File: src/rtl/fwd_hazard_unit_pkg.sv
// fwd_hazard_unit_pkg: shared forwarding codes, register width and EX/MEM tracker entry
package fwd_hazard_unit_pkg;
  localparam logic [1:0] FWD_REG   = 2'b00;
  localparam logic [1:0] FWD_EXMEM = 2'b01;
  localparam logic [1:0] FWD_MEMWB = 2'b10;
  localparam int REG_W = 5;
  localparam logic [REG_W-1:0] REG_ZERO = '0;
  typedef struct packed {
    logic             valid;
    logic             regwrite;
    logic             memread;
    logic [REG_W-1:0] rd;
  } entry_t;
  function automatic logic writes(input entry_t e, input logic [REG_W-1:0] r);
    return e.valid && e.regwrite && e.rd == r && r != REG_ZERO;
  endfunction
endpackage

File: src/rtl/fwd_select.sv
// fwd_select: operand-select code for one source register, nearer stage wins
module fwd_select
  import fwd_hazard_unit_pkg::*;
(
  input  logic [REG_W-1:0] r,
  input  logic             used,
  input  entry_t           ex,
  input  entry_t           mem,
  output logic [1:0]       sel
);
  assign sel = (!used || r == REG_ZERO) ? FWD_REG :
               writes(ex, r)            ? FWD_EXMEM :
               writes(mem, r)           ? FWD_MEMWB : FWD_REG;
endmodule

File: src/rtl/fwd_hazard_unit.sv
// fwd_hazard_unit: EX/MEM destination tracker, registered forwarding selects and load-use stall
module fwd_hazard_unit
  import fwd_hazard_unit_pkg::*;
#(
  parameter int NUM_STALL_BITS = 16
) (
  input  logic                      clk,
  input  logic                      reset_n,
  input  logic                      id_valid,
  input  logic [REG_W-1:0]          id_rs,
  input  logic [REG_W-1:0]          id_rt,
  input  logic                      id_uses_rs,
  input  logic                      id_uses_rt,
  input  logic                      id_regwrite,
  input  logic                      id_memread,
  input  logic [REG_W-1:0]          id_rd,
  input  logic                      hold,
  input  logic                      flush,
  output logic                      stall,
  output logic [1:0]                fwd_a_sel,
  output logic [1:0]                fwd_b_sel,
  output logic [NUM_STALL_BITS-1:0] stall_count
);
  entry_t     ex, mem;
  logic [1:0] sel_a, sel_b;
  logic       advance;
  // a load in EX feeding an ID source cannot be forwarded yet; hold is deliberately absent here
  assign stall = id_valid && !flush && ex.memread && writes(ex, ex.rd) &&
                 ((id_uses_rs && id_rs == ex.rd) || (id_uses_rt && id_rt == ex.rd));
  assign advance = id_valid && !stall && !flush;
  fwd_select u_sel_a (.r(id_rs), .used(id_uses_rs), .ex(ex), .mem(mem), .sel(sel_a));
  fwd_select u_sel_b (.r(id_rt), .used(id_uses_rt), .ex(ex), .mem(mem), .sel(sel_b));
  always_ff @(posedge clk or negedge reset_n)
    if (!reset_n) begin
      ex          <= '0;
      mem         <= '0;
      fwd_a_sel   <= FWD_REG;
      fwd_b_sel   <= FWD_REG;
      stall_count <= '0;
    end else if (!hold) begin
      mem       <= ex;
      ex        <= advance ? entry_t'{1'b1, id_regwrite, id_memread, id_rd} : '0;
      fwd_a_sel <= advance ? sel_a : FWD_REG;
      fwd_b_sel <= advance ? sel_b : FWD_REG;
      if (stall && !(&stall_count)) stall_count <= stall_count + 1'b1;
    end
endmodule

File: config.mk
export PLATFORM = sky130hd
export DESIGN_NAME = fwd_hazard_unit
export DESIGN_NICKNAME = d
export VERILOG_FILES = /design/src/rtl/fwd_hazard_unit_pkg.sv /design/src/rtl/fwd_select.sv /design/src/rtl/fwd_hazard_unit.sv
export SDC_FILE = /design/constraint.sdc
export NUM_CORES = 1
export LEC_CHECK = 0
export BUFFER_PORTS_ARGS = -buffer_cell sky130_fd_sc_hd__buf_2
export CORE_ASPECT_RATIO = 0.5
export CORE_MARGIN = 2
export CORE_UTILIZATION = 54
export CTS_BUF_LIST = sky130_fd_sc_hd__clkbuf_2
export DETAILED_ROUTE_END_ITERATION = 10
export PLACE_DENSITY = 0.79
export REMOVE_ABC_BUFFERS = 1
export SLEW_MARGIN = 30
export SYNTH_ARGS = -nofsm -noshare
export SYNTH_HDL_FRONTEND = slang
export SYNTH_SLANG_ARGS = --single-unit
File: constraint.sdc
create_clock -name clk -period 2.9 [get_ports clk]
set_input_delay 0.58 -clock clk [delete_from_list [all_inputs] [get_ports clk]]
set_output_delay 0.58 -clock clk [all_outputs]
set_load 0.05 [all_outputs]
== After elaboration in Yosys (flattened, before gate mapping) ==
Cells that the tools add are included.
Cells by class
  add/subtract/negate cells: 1
  equal/unequal tests: 6
  muxes and demuxes: 9
  bitwise operators: 1
  reductions and logical operators: 35
Operator list (number)
  5-bit == test: 6
  1-bit logical AND: 20
  16-bit by 1-bit adder with 16-bit output (second input constant): 1
  2-bit 2-to-1 mux: 8
  16-bit AND reduction: 1
  5-bit nonzero test: 3
  5-bit logical NOT: 2
  8-bit 2-to-1 mux: 1
  1-bit logical NOT: 5
  1-bit logical OR: 3
  2-bit AND reduction: 1
  1-bit NOT: 1
Word-level totals
  register bits after elaboration: 35
  output and inout port bits: 21
  word-level logic and storage cells: 62

== Logic depth before layout (Yosys ltp) ==
Gate-level depths: netlist (run 1).
  word-level depth: 9
  gate-level depth with buffers: 8

== Modules after synthesis ==
A second synthesis (run 1) with hierarchy kept.
Unflattened totals
  cell total of the unflattened synthesis: 185
  area, all modules: 2043.2 µm²
By module, submodules not included
  fwd_hazard_unit: instances 1, cells each 139, area each 1680.4 µm², sequential area each 900.9 µm²
  fwd_select: instances 2, cells each 23, area each 181.4 µm², sequential area each 0.0 µm²

== Worst setup path after synthesis (run 1) ==
No wires, ideal clock.
  path kind: input to output
  start: input id_rt[3]
  end: output stall
  arrival: 1.648 ns
  path slack: 0.672 ns
  cell stages on the path: 4
  path buffers: 0
  cell sequence: xor2_1 > nor3_2 > a32o_2 > and4b_1
Between the ends
  longest elaborated chain between the ends: 4
Ends and longest elaborated chain
  start, declared: line fwd_hazard_unit.sv:11  | input logic [REG_W-1:0] id_rt,
  5-bit == test: line fwd_hazard_unit.sv:29  | ((id_uses_rs && id_rs == ex.rd) || (id_uses_rt && id_rt == ex.rd));
  1-bit logical AND: line fwd_hazard_unit.sv:29
  1-bit logical OR: line fwd_hazard_unit.sv:29
  1-bit logical AND: line fwd_hazard_unit.sv:28  | assign stall = id_valid && !flush && ex.memread && writes(ex, ex.rd) &&
  end, declared: line fwd_hazard_unit.sv:19  | output logic stall,
Every way passes these cells.

== Worst setup path after layout (run 1) ==
  start: register ex[0] (netlist name)
  end: output stall
Between the ends
  longest elaborated chain between the ends: 4
  elaborated cells on any way between the ends: 9
  classes of those cells: eq/ne (2); reduce/logical (7)
Ends and longest elaborated chain (line)
  5-bit == test or 5-bit nonzero test (tied branches): fwd_hazard_unit.sv:29, fwd_hazard_unit_pkg.sv:15
  1-bit logical AND (on tied branches): fwd_hazard_unit.sv:29, fwd_hazard_unit_pkg.sv:15
  1-bit logical OR or 1-bit logical AND (tied branches): fwd_hazard_unit.sv:29, fwd_hazard_unit.sv:28
  1-bit logical AND (*): fwd_hazard_unit.sv:28
Every way passes the cells marked *; elsewhere a longest branch is shown, timed or not.

==> results of run 1 <==
==> worst max-delay path, stage by stage, from the launching register on <==
cell and delay, ns:
dfrtp_1 0.48, xor2_1 0.19, nor3_1 0.27, a32o_2 0.24, and4b_1 0.19, buf_2 0.26
==> metal layers <==
metal / vias to the layer above / share of wire (%) / GRT usage (%)
met5: - / 0 / 0
met4: 0 / 1.3 / 10.8
met3: 7 / 5.9 / 5.78
met2: 37 / 46 / 33.4
met1: 653 / 47 / 27.4
li1: 647 / - / -
==> sequential cells by signal, summed over array words and instances (netlist names) <==
register,flops
fwd_a_sel,2
stall_count,16
fwd_b_sel,2
ex,8
mem,7
==> stage by stage <==
| step | cell area [sq um] | instances |
|---|---|---|
| CTS | 2070 | 240 |
| floorplan | 1750 | 147 |
| finish | 2070 | 240 |
| detailed placement | 2030 | 232 |
| global placement | 2030 | 232 |
| global route | 2070 | 240 |
==> how the worst max path moves through the flow <==
stage,startpoint,end,cells past startpoint
floorplan,id_rt[3],stall,4
global placement,id_rs[2],stall,6
detailed placement,id_rs[3],stall,6
CTS,ex[3]$_DFFE_PN0N_,stall,5
global route,ex[0]$_DFFE_PN0N_,stall,5
finish,ex[0]$_DFFE_PN0N_,stall,5
==> power by group through the flow <==
stage	clock [uW]	sequential, uW	combinational [uW]
5_1_grt	251	523	106
2_1_floorplan	0	524	49.7
3_3_place_gp	0	528	93.6
4_1_cts	233	520	95.8
3_5_place_dp	0	529	95.3
6_report	225	520	95.1
==> final cells by class <==
cell class | count | share of cell area [%]
sequential | 35 | 42.3
clock buffer | 7 | 1.69
inverter | 1 | 0.181
timing repair buffer | 45 | 11.0
multi-input combinational | 111 | 42.1
tap | 40 | 2.42
clock inverter | 1 | 0.242
==> layout by cell type (no fill, tap or decap), drive strengths merged <==
cell and n:
and4 1, a21oi 1, dfrtp 35, o2111a 1
nor2 4, a21o 1, nand3 10, a2111oi 1
a32o 3, o21ai 2, o211ai 1, inv 1
or4 2, nand4 8, nor4 2, and3 6
ha 1, clkbuf 7, xor2 15, nor3b 1
buf 45, xnor2 20, clkinv 1, a22o 7
nor3 5, nand2 7, and2 2, nor2b 1
and4b 1, mux2 8
==> cell families after synthesis <==
group	count (synthesis)
compound gates	17
buf+inv	6
xor+xnor	35
mux	8
fa+ha+maj	1
simple gates	50
flops	35
==> results.sh, run 1 <==
export IMPL_fp_dieH_microns=44.7
export IMPL_fp_coreArea_sq_mm=0.00308
export IMPL_cts_made_buffers=5
export IMPL_p_clk_share_pct=26.8
export IMPL_drtIter0Drc=46
export IMPL_finalHoldViolations=0
export IMPL_synthCells=152
export IMPL_sw_frac_of_total_pct=27.0
export IMPL_via_per_inst=5.60
export IMPL_synth_area_sq_mm=0.00179
export IMPL_io_buffers=44
export IMPL_yosysMostFrequentCell="dfrtp_1"
export IMPL_dp_hpwl_microns=2650
export IMPL_grt_pass1_wl_microns=6030
export IMPL_fmaxAchievable_ghz=0.388
export IMPL_power_switching_uw=226
export IMPL_cp_start_kind="register"
export IMPL_clock_skew_ns=0.00857
export IMPL_hp_class="in2async"
export IMPL_crit_arrival_ns=2.00
export IMPL_h_tree_depth=2
export IMPL_r2r_end="stall_count[1]$_DFFE_PN0P_"
export IMPL_reg2reg_depth=5
export IMPL_r2r_start="ex[0]$_DFFE_PN0N_"
export IMPL_final_setup_viol_count=0
export IMPL_num_fill_cells=265
export IMPL_firstDrtPassIters=4
export IMPL_cts_buffer_depth=2
export IMPL_fin_setup_tns_ns=0
export IMPL_end_kind="output pin"
export IMPL_clkTransAtPathRegs_ns=0.17
export IMPL_place_congestion=0.859
export IMPL_root_buffer="clkbuf_2"
export IMPL_insertedDiodeCount=0
export IMPL_post_route_util_pct=67.1
export IMPL_ff2ff_setup_slack_ns=0.84
export IMPL_path_class="reg2out"
export IMPL_yosysTopAreaCell="dfrtp_1"
export IMPL_synthMuxAreaShare_pct=5.04
export IMPL_yosys_warnings=0
export IMPL_cts_setup_buffers=0
export IMPL_syn_area_per_cell_sq_um=11.8
export IMPL_status="finished, final reports clean"
export IMPL_ctsResizeCount=0
export IMPL_synth_async_reset_ratio_pct=100
export IMPL_grt_pass1_vias=1305
export IMPL_synth_edf_count=0
export IMPL_synth_fa_ha_area_share_pct=0.700
export IMPL_path_max_fanout=5
export IMPL_pre_cts_ws_ns=0.532
export IMPL_cts_tree="built"
export IMPL_fin_nets=224
export IMPL_yosys_area_share_simple_pct=16.2
export IMPL_min_period_ns=2.58
export IMPL_synth_xor_xnor_area_share_pct=17.6
export IMPL_pin_count=45
export IMPL_grt_use_total_pct=21.1
export IMPL_rsz0062_at_grt="false"
export IMPL_ys_ff_latch=35
export IMPL_multi_input_area_sq_um=872
export IMPL_finalPower_uw=840
export IMPL_dieWidth_microns=85.3
export IMPL_wl_microns=3660
export IMPL_seqPwrFrac_pct=61.9
export IMPL_rows=14
export IMPL_cp_required_ns=2.32
export IMPL_drive_above_1_share_pct=35.0
export IMPL_netlist_top_cells_area="dfrtp_1 (49%), xnor2_1 (9.3%), xor2_1 (7.4%), mux2_2 (5.0%), a22o_1 (3.4%)"
export IMPL_synth_top_family_by_area="XOR/XNOR gates"
export IMPL_dieArea_sq_mm=0.00381
export IMPL_grt_max_degree=36
export IMPL_overflow=0
export IMPL_ff_latch_area_sq_um=876
export IMPL_dr_total_vias=1344
export IMPL_antenna_found_initial=0
export IMPL_synth_distinct_cells=36
export IMPL_synth_compound_area_share_pct=9.24
export IMPL_worstMarginPinSlew_ns=0.754
export IMPL_yosysSeqAreaShare_pct=49.0
export IMPL_slew_headroom_pct=49.7
export IMPL_clock_sinks=35
export IMPL_slew_viol_final=0
export IMPL_synth_common_cells="dfrtp_1 (35), xnor2_1 (19), xor2_1 (15)"
export IMPL_postCtsHoldBufs=0
export IMPL_ir_drop_uv=296
export IMPL_drc=0
export IMPL_power_density_mw_per_mm2=406
export IMPL_cellLeakagePower_uw=0.00107
export IMPL_synth_top_cell_area_share_pct=49.0
export IMPL_initial_core_util_pct=58.0
export IMPL_drv_cap=0
export IMPL_syn2layout_area_growth_pct=15.8
export IMPL_wl_per_cell_microns=15.2
export IMPL_ant_nets=0
export IMPL_power_frac_comb_pct=11.3
export IMPL_finalCritPeriodShare_pct=88.8
export IMPL_synth_ff_type="dfrtp_1"
export IMPL_p_int_uw=614
export IMPL_clk_latency_ns=0.39
export IMPL_holdWs_ns=0.232
export IMPL_setup_ws_ns=0.324
(Power assumes the default switching activity.)
==> run 2: changes to the inputs <==
Settings changed: CTS_BUF_LIST sky130_fd_sc_hd__clkbuf_2 to not set, GPL_ROUTABILITY_DRIVEN set to 0.
==> results.sh, run 2 (same netlist as run 1, synthesis figures left out) <==
export IMPL_mostFrequentLayoutCells="buf_2 (44), dfrtp_1 (35), xnor2_1 (19)"
export IMPL_initial_core_util_pct=58.0
export IMPL_clock_skew_ns=0.00600
export IMPL_cp_start_kind="register"
export IMPL_ctsResizeCount=0
export IMPL_clock_sinks=35
export IMPL_wl_per_cell_microns=15.2
export IMPL_root_buffer="clkbuf_8"
export IMPL_crit_arrival_ns=1.85
export IMPL_fp_dieH_microns=44.7
export IMPL_min_period_ns=2.43
export IMPL_setup_ws_ns=0.468
export IMPL_ant_nets=0
export IMPL_grt_pass1_vias=1333
export IMPL_drtIter0Drc=43
export IMPL_end_kind="output pin"
export IMPL_fp_coreArea_sq_mm=0.00308
export IMPL_cellLeakagePower_uw=0.00108
export IMPL_grt_use_total_pct=21.3
export IMPL_cts_made_buffers=5
export IMPL_dp_hpwl_microns=2650
export IMPL_dp_cells=232
export IMPL_drc=0
export IMPL_cp_required_ns=2.32
export IMPL_clk_latency_ns=0.29
export IMPL_io_buffers=44
export IMPL_drive_above_1_share_pct=34.0
export IMPL_grt_max_degree=36
export IMPL_syn2layout_area_growth_pct=18.1
export IMPL_crit_cells=5
export IMPL_drv_cap=0
export IMPL_h_tree_depth=2
export IMPL_path_class="reg2out"
export IMPL_via_per_inst=5.73
export IMPL_holdWs_ns=0.354
export IMPL_largest_register="stall_count"
export IMPL_critPathLaunch="ex[0]$_DFFE_PN0N_"
export IMPL_dieArea_sq_mm=0.00381
export IMPL_ff2ff_setup_slack_ns=0.87
export IMPL_path_max_fanout=5
export IMPL_clkTransAtPathRegs_ns=0.07
export IMPL_crit_family="flip-flops"
export IMPL_reg2reg_depth=5
export IMPL_status="finished, final reports clean"
export IMPL_postCtsHoldBufs=0
export IMPL_worstMarginPinSlew_ns=0.746
export IMPL_fmaxAchievable_ghz=0.411
export IMPL_fin_setup_tns_ns=0
export IMPL_crit_chain="xor2_1 > nor3_1 > a32o_2 > and4b_1 > buf_2"
export IMPL_dieWidth_microns=85.3
export IMPL_critPathBufInv=1
export IMPL_hp_class="in2async"
export IMPL_insertedDiodeCount=0
export IMPL_firstDrtPassIters=4
export IMPL_pre_cts_ws_ns=0.532
export IMPL_reg_top3="stall_count x16, ex x8, mem x7"
export IMPL_wl_microns=3640
export IMPL_ir_drop_uv=290
export IMPL_rows=14
export IMPL_fin_nets=224
export IMPL_cts_tree="built"
export IMPL_slew_headroom_pct=50.3
export IMPL_r2r_end="stall_count[1]$_DFFE_PN0P_"
export IMPL_rsz0062_at_grt="false"
export IMPL_largest_reg_flops=16
export IMPL_slowest_stage="dfrtp_1"
export IMPL_power_density_mw_per_mm2=450
export IMPL_r2r_start="ex[0]$_DFFE_PN0N_"
export IMPL_finalCritPeriodShare_pct=83.9
export IMPL_max_stage_delay_ns=0.45
export IMPL_fin_cells=240
export IMPL_antenna_found_initial=0
export IMPL_overflow=0
export IMPL_mostFrequentLayoutCell="buf_2"
export IMPL_cts_setup_buffers=0
export IMPL_grt_pass1_wl_microns=6060
export IMPL_dr_total_vias=1374
export IMPL_pin_count=45
export IMPL_finalHoldViolations=0
export IMPL_slew_viol_final=0
export IMPL_final_setup_viol_count=0
export IMPL_cts_buffer_depth=2
## run 2: cell counts in the layout (fill, tap and decap cells not counted)
No cell type changed its count.
## run 2: area by class of cell
type,instances,area [sq um]
multi-input combinational,111,872
tap,40,50.0
timing repair buffer,45,228
fill,256,972
clock inverter,1,5.00
sequential,35,876
inverter,1,3.75
clock buffer,7,76.3
## run 2: per-layer routing
metal	part of all wire (%)	wire length, microns	GRT usage, %	vias to the layer above
li1	-	-	-	644
met5	0	0	0	-
met3	5.5	200	6.34	7
met2	47	1710	34.1	39
met1	46	1680	27.3	684
met4	1.3	46	9.84	0
## run 2: metrics by stage
step / utilization, % / power [uW] / cell area, sq um
floorplan: - / 574 / 1750
global placement: 65.8 / 622 / 2030
detailed placement: 65.8 / 625 / 2030
CTS: 68.5 / 957 / 2110
global route: 68.5 / 986 / 2110
finish: 68.5 / 950 / 2110
## run 2: worst max-delay path by stage
| stage | to | slack [ns] |
|---|---|---|
| 3_3_place_gp | stall | 0.57 |
| 5_1_grt | stall | 0.38 |
| 2_1_floorplan | stall | 0.67 |
| 4_1_cts | stall | 0.46 |
| 6_report | stall | 0.47 |
| 3_5_place_dp | stall | 0.53 |
## run 2: power breakdown
group / leakage [uW] / internal (uW) / total, uW / switching (uW)
Combinational: 0.000552 / 45.5 / 95.4 / 49.9
Sequential: 0.000481 / 503 / 520 / 17.7
Clock: 0.0000422 / 168 / 334 / 166
==> run 3: changes to the inputs <==
Settings changed: ABC_AREA set to 1, CORE_UTILIZATION 54 to 50, PLACE_DENSITY 0.79 to 0.75.
Clock period 2.9 ns to 2.05 ns, I/O delays scaled along.
==> results.sh, run 3 <==
export IMPL_status="finished, final reports clean"
export IMPL_clock_sinks=35
export IMPL_p_clk_share_pct=45.4
export IMPL_drive_above_1_share_pct=22.1
export IMPL_rsz0062_at_grt="true"
export IMPL_p_int_uw=1260
export IMPL_path_max_fanout=4
export IMPL_via_per_inst=5.21
export IMPL_fin_cells=433
export IMPL_yosysTopAreaCell="dfrtp_1"
export IMPL_ant_nets=0
export IMPL_hp_class="in2async"
export IMPL_yosysSeqAreaShare_pct=39.3
export IMPL_insertedDiodeCount=0
export IMPL_ir_drop_uv=339
export IMPL_clk_latency_ns=0.29
export IMPL_power_switching_uw=393
export IMPL_grt_max_degree=36
export IMPL_dpl_cell_area_sq_mm=0.00250
export IMPL_clkTransAtPathRegs_ns=0.07
export IMPL_cellLeakagePower_uw=0.00148
export IMPL_mostFrequentLayoutCell="nand2_1"
export IMPL_postCtsHoldBufs=0
export IMPL_largest_reg_flops=16
export IMPL_syn2layout_area_growth_pct=22.1
export IMPL_setup_ws_ns=0.0417
export IMPL_synth_area_sq_mm=0.00223
export IMPL_clock_skew_ns=0.00415
export IMPL_cts_buffer_depth=2
export IMPL_worstMarginPinSlew_ns=0.783
export IMPL_seqPwrFrac_pct=44.2
export IMPL_h_tree_depth=2
export IMPL_cp_start_kind="register"
export IMPL_synth_common_cells="nand2_1 (133), dfrtp_1 (35), inv_1 (30)"
export IMPL_grt_use_total_pct=23.4
export IMPL_wl_per_cell_microns=13.0
export IMPL_crit_arrival_ns=1.60
export IMPL_initial_core_util_pct=51.4
export IMPL_ys_ff_latch=35
export IMPL_pin_count=45
export IMPL_reg_top3="stall_count x16, ex x8, mem x7"
export IMPL_fmaxAchievable_ghz=0.498
export IMPL_wl_microns=5610
export IMPL_grt_pass1_wl_microns=9430
export IMPL_min_period_ns=2.01
export IMPL_ff2ff_setup_slack_ns=0.20
export IMPL_holdWs_ns=0.194
export IMPL_drv_cap=0
export IMPL_drc=0
export IMPL_sw_frac_of_total_pct=23.8
export IMPL_slew_viol_final=0
export IMPL_overflow=0
export IMPL_firstDrtPassIters=4
export IMPL_largest_register="stall_count"
export IMPL_fp_dieH_microns=51.2
export IMPL_dr_total_vias=2255
export IMPL_slew_headroom_pct=47.8
export IMPL_netlist_top_cells_area="dfrtp_1 (39%), nand2_1 (22%), nand4_1 (7.0%), inv_1 (5.1%), nand3_1 (4.9%)"
export IMPL_cts_made_buffers=5
export IMPL_pre_cts_ws_ns=0.133
export IMPL_yosysMostFrequentCell="nand2_1"
export IMPL_cp_required_ns=1.64
export IMPL_grt_pass1_vias=2120
export IMPL_rows=17
export IMPL_fp_coreArea_sq_mm=0.00434
export IMPL_path_class="reg2out"
export IMPL_fin_nets=400
export IMPL_synth_edf_count=0
export IMPL_dieArea_sq_mm=0.00504
export IMPL_synth_distinct_cells=25
export IMPL_dp_cells=421
export IMPL_root_buffer="clkbuf_8"
export IMPL_synthCells=324
export IMPL_cts_tree="built"
export IMPL_power_density_mw_per_mm2=607
export IMPL_syn_area_per_cell_sq_um=6.88
export IMPL_power_frac_comb_pct=10.4
export IMPL_synth_ff_type="dfrtp_1"
export IMPL_dp_hpwl_microns=3790
export IMPL_synth_top_cell_area_share_pct=39.3
export IMPL_finalHoldViolations=0
export IMPL_final_setup_viol_count=0
export IMPL_mostFrequentLayoutCells="nand2_1 (132), buf_2 (43), dfrtp_1 (32)"
export IMPL_io_buffers=44
export IMPL_drtIter0Drc=102
export IMPL_antenna_found_initial=0
export IMPL_finalCritPeriodShare_pct=98.0
export IMPL_final_cell_area_sq_mm=0.00272
export IMPL_dieWidth_microns=98.4
export IMPL_synth_async_reset_ratio_pct=100
export IMPL_yosys_warnings=0
export IMPL_end_kind="output pin"
[run 3: final cells by class]
| class | instances | area, sq um |
|---|---|---|
| sequential | 35 | 880 |
| clock buffer | 6 | 72.6 |
| tap | 57 | 71.3 |
| fill | 397 | 1620 |
| timing repair buffer | 51 | 283 |
| inverter | 35 | 131 |
| multi-input combinational | 247 | 1220 |
| clock inverter | 2 | 60.1 |
[run 3: power groups by stage]
stage	clock network [uW]	registers [uW]	logic, uW
2_1_floorplan	0	737	86.6
3_3_place_gp	0	742	153
3_5_place_dp	0	742	158
4_1_cts	755	728	160
5_1_grt	783	733	196
6_report	750	729	171
[run 3: layer usage]
layer	wire, microns	GRT usage, %	up-vias
met5	0	0	-
met4	63	7.08	0
met1	2620	31.4	1057
li1	-	-	1137
met3	247	4.38	9
met2	2680	39.3	52
[run 3: path summary, 6_finish.rpt]
check	from	end	depth (start not counted)
max	ex[1]$_DFFE_PN0N_	stall	7
max in group asynchronous	reset_n	ex[1]$_DFFE_PN0N_	1
min reg2reg	mem[6]$_DFFE_PN0N_	mem[6]$_DFFE_PN0N_	2
min in group clk	id_regwrite	ex[6]$_DFFE_PN0N_	3
min	reset_n	mem[2]$_DFFE_PN0N_	1
max reg2reg	ex[1]$_DFFE_PN0N_	stall_count[10]$_DFFE_PN0P_	9
[run 3: through the flow]
stage | TNS, ns | util (%) | total power, uW
6_report | 0 | 62.7 | 1650
5_1_grt | -0.0628 | 62.7 | 1710
4_1_cts | 0 | 60.9 | 1640
3_5_place_dp | 0 | 57.7 | 900
3_3_place_gp | 0 | 57.6 | 894
2_1_floorplan | 0 | - | 824
[run 3: worst max-delay path, cell delays in order (launching register included)]
cell and delay, ns:
dfrtp_2 0.45, xor2_2 0.16, nor2_2 0.16, nand4_1 0.17, nand2_4 0.14, nand2_4 0.05
inv_2 0.06, buf_8 0.13
[run 3: cells by family (layout without fill, tap and decap cells)]
kind of cell             after synthesis  in the layout  synth area share (%)
AND/OR/NAND/NOR                      219            220                  43.2
buffers and inverters                 43             94                  8.20
XOR/XNOR                              13             13                  5.11
AO/OA/AOI/OAI                         13             13                  3.65
flip-flops                            35             35                  39.3
adder cells (fa/ha/maj)                1              1                 0.561
[run 3: what timing repair did]
item / CTS / global route
resized for setup: 2 / 13
endpoints found under the hold margin: 0 / 0
pin swaps: 1 / 6
setup endpoints to repair: 1 / 7
setup buffers: 0 / 3
gates cloned: 0 / 1
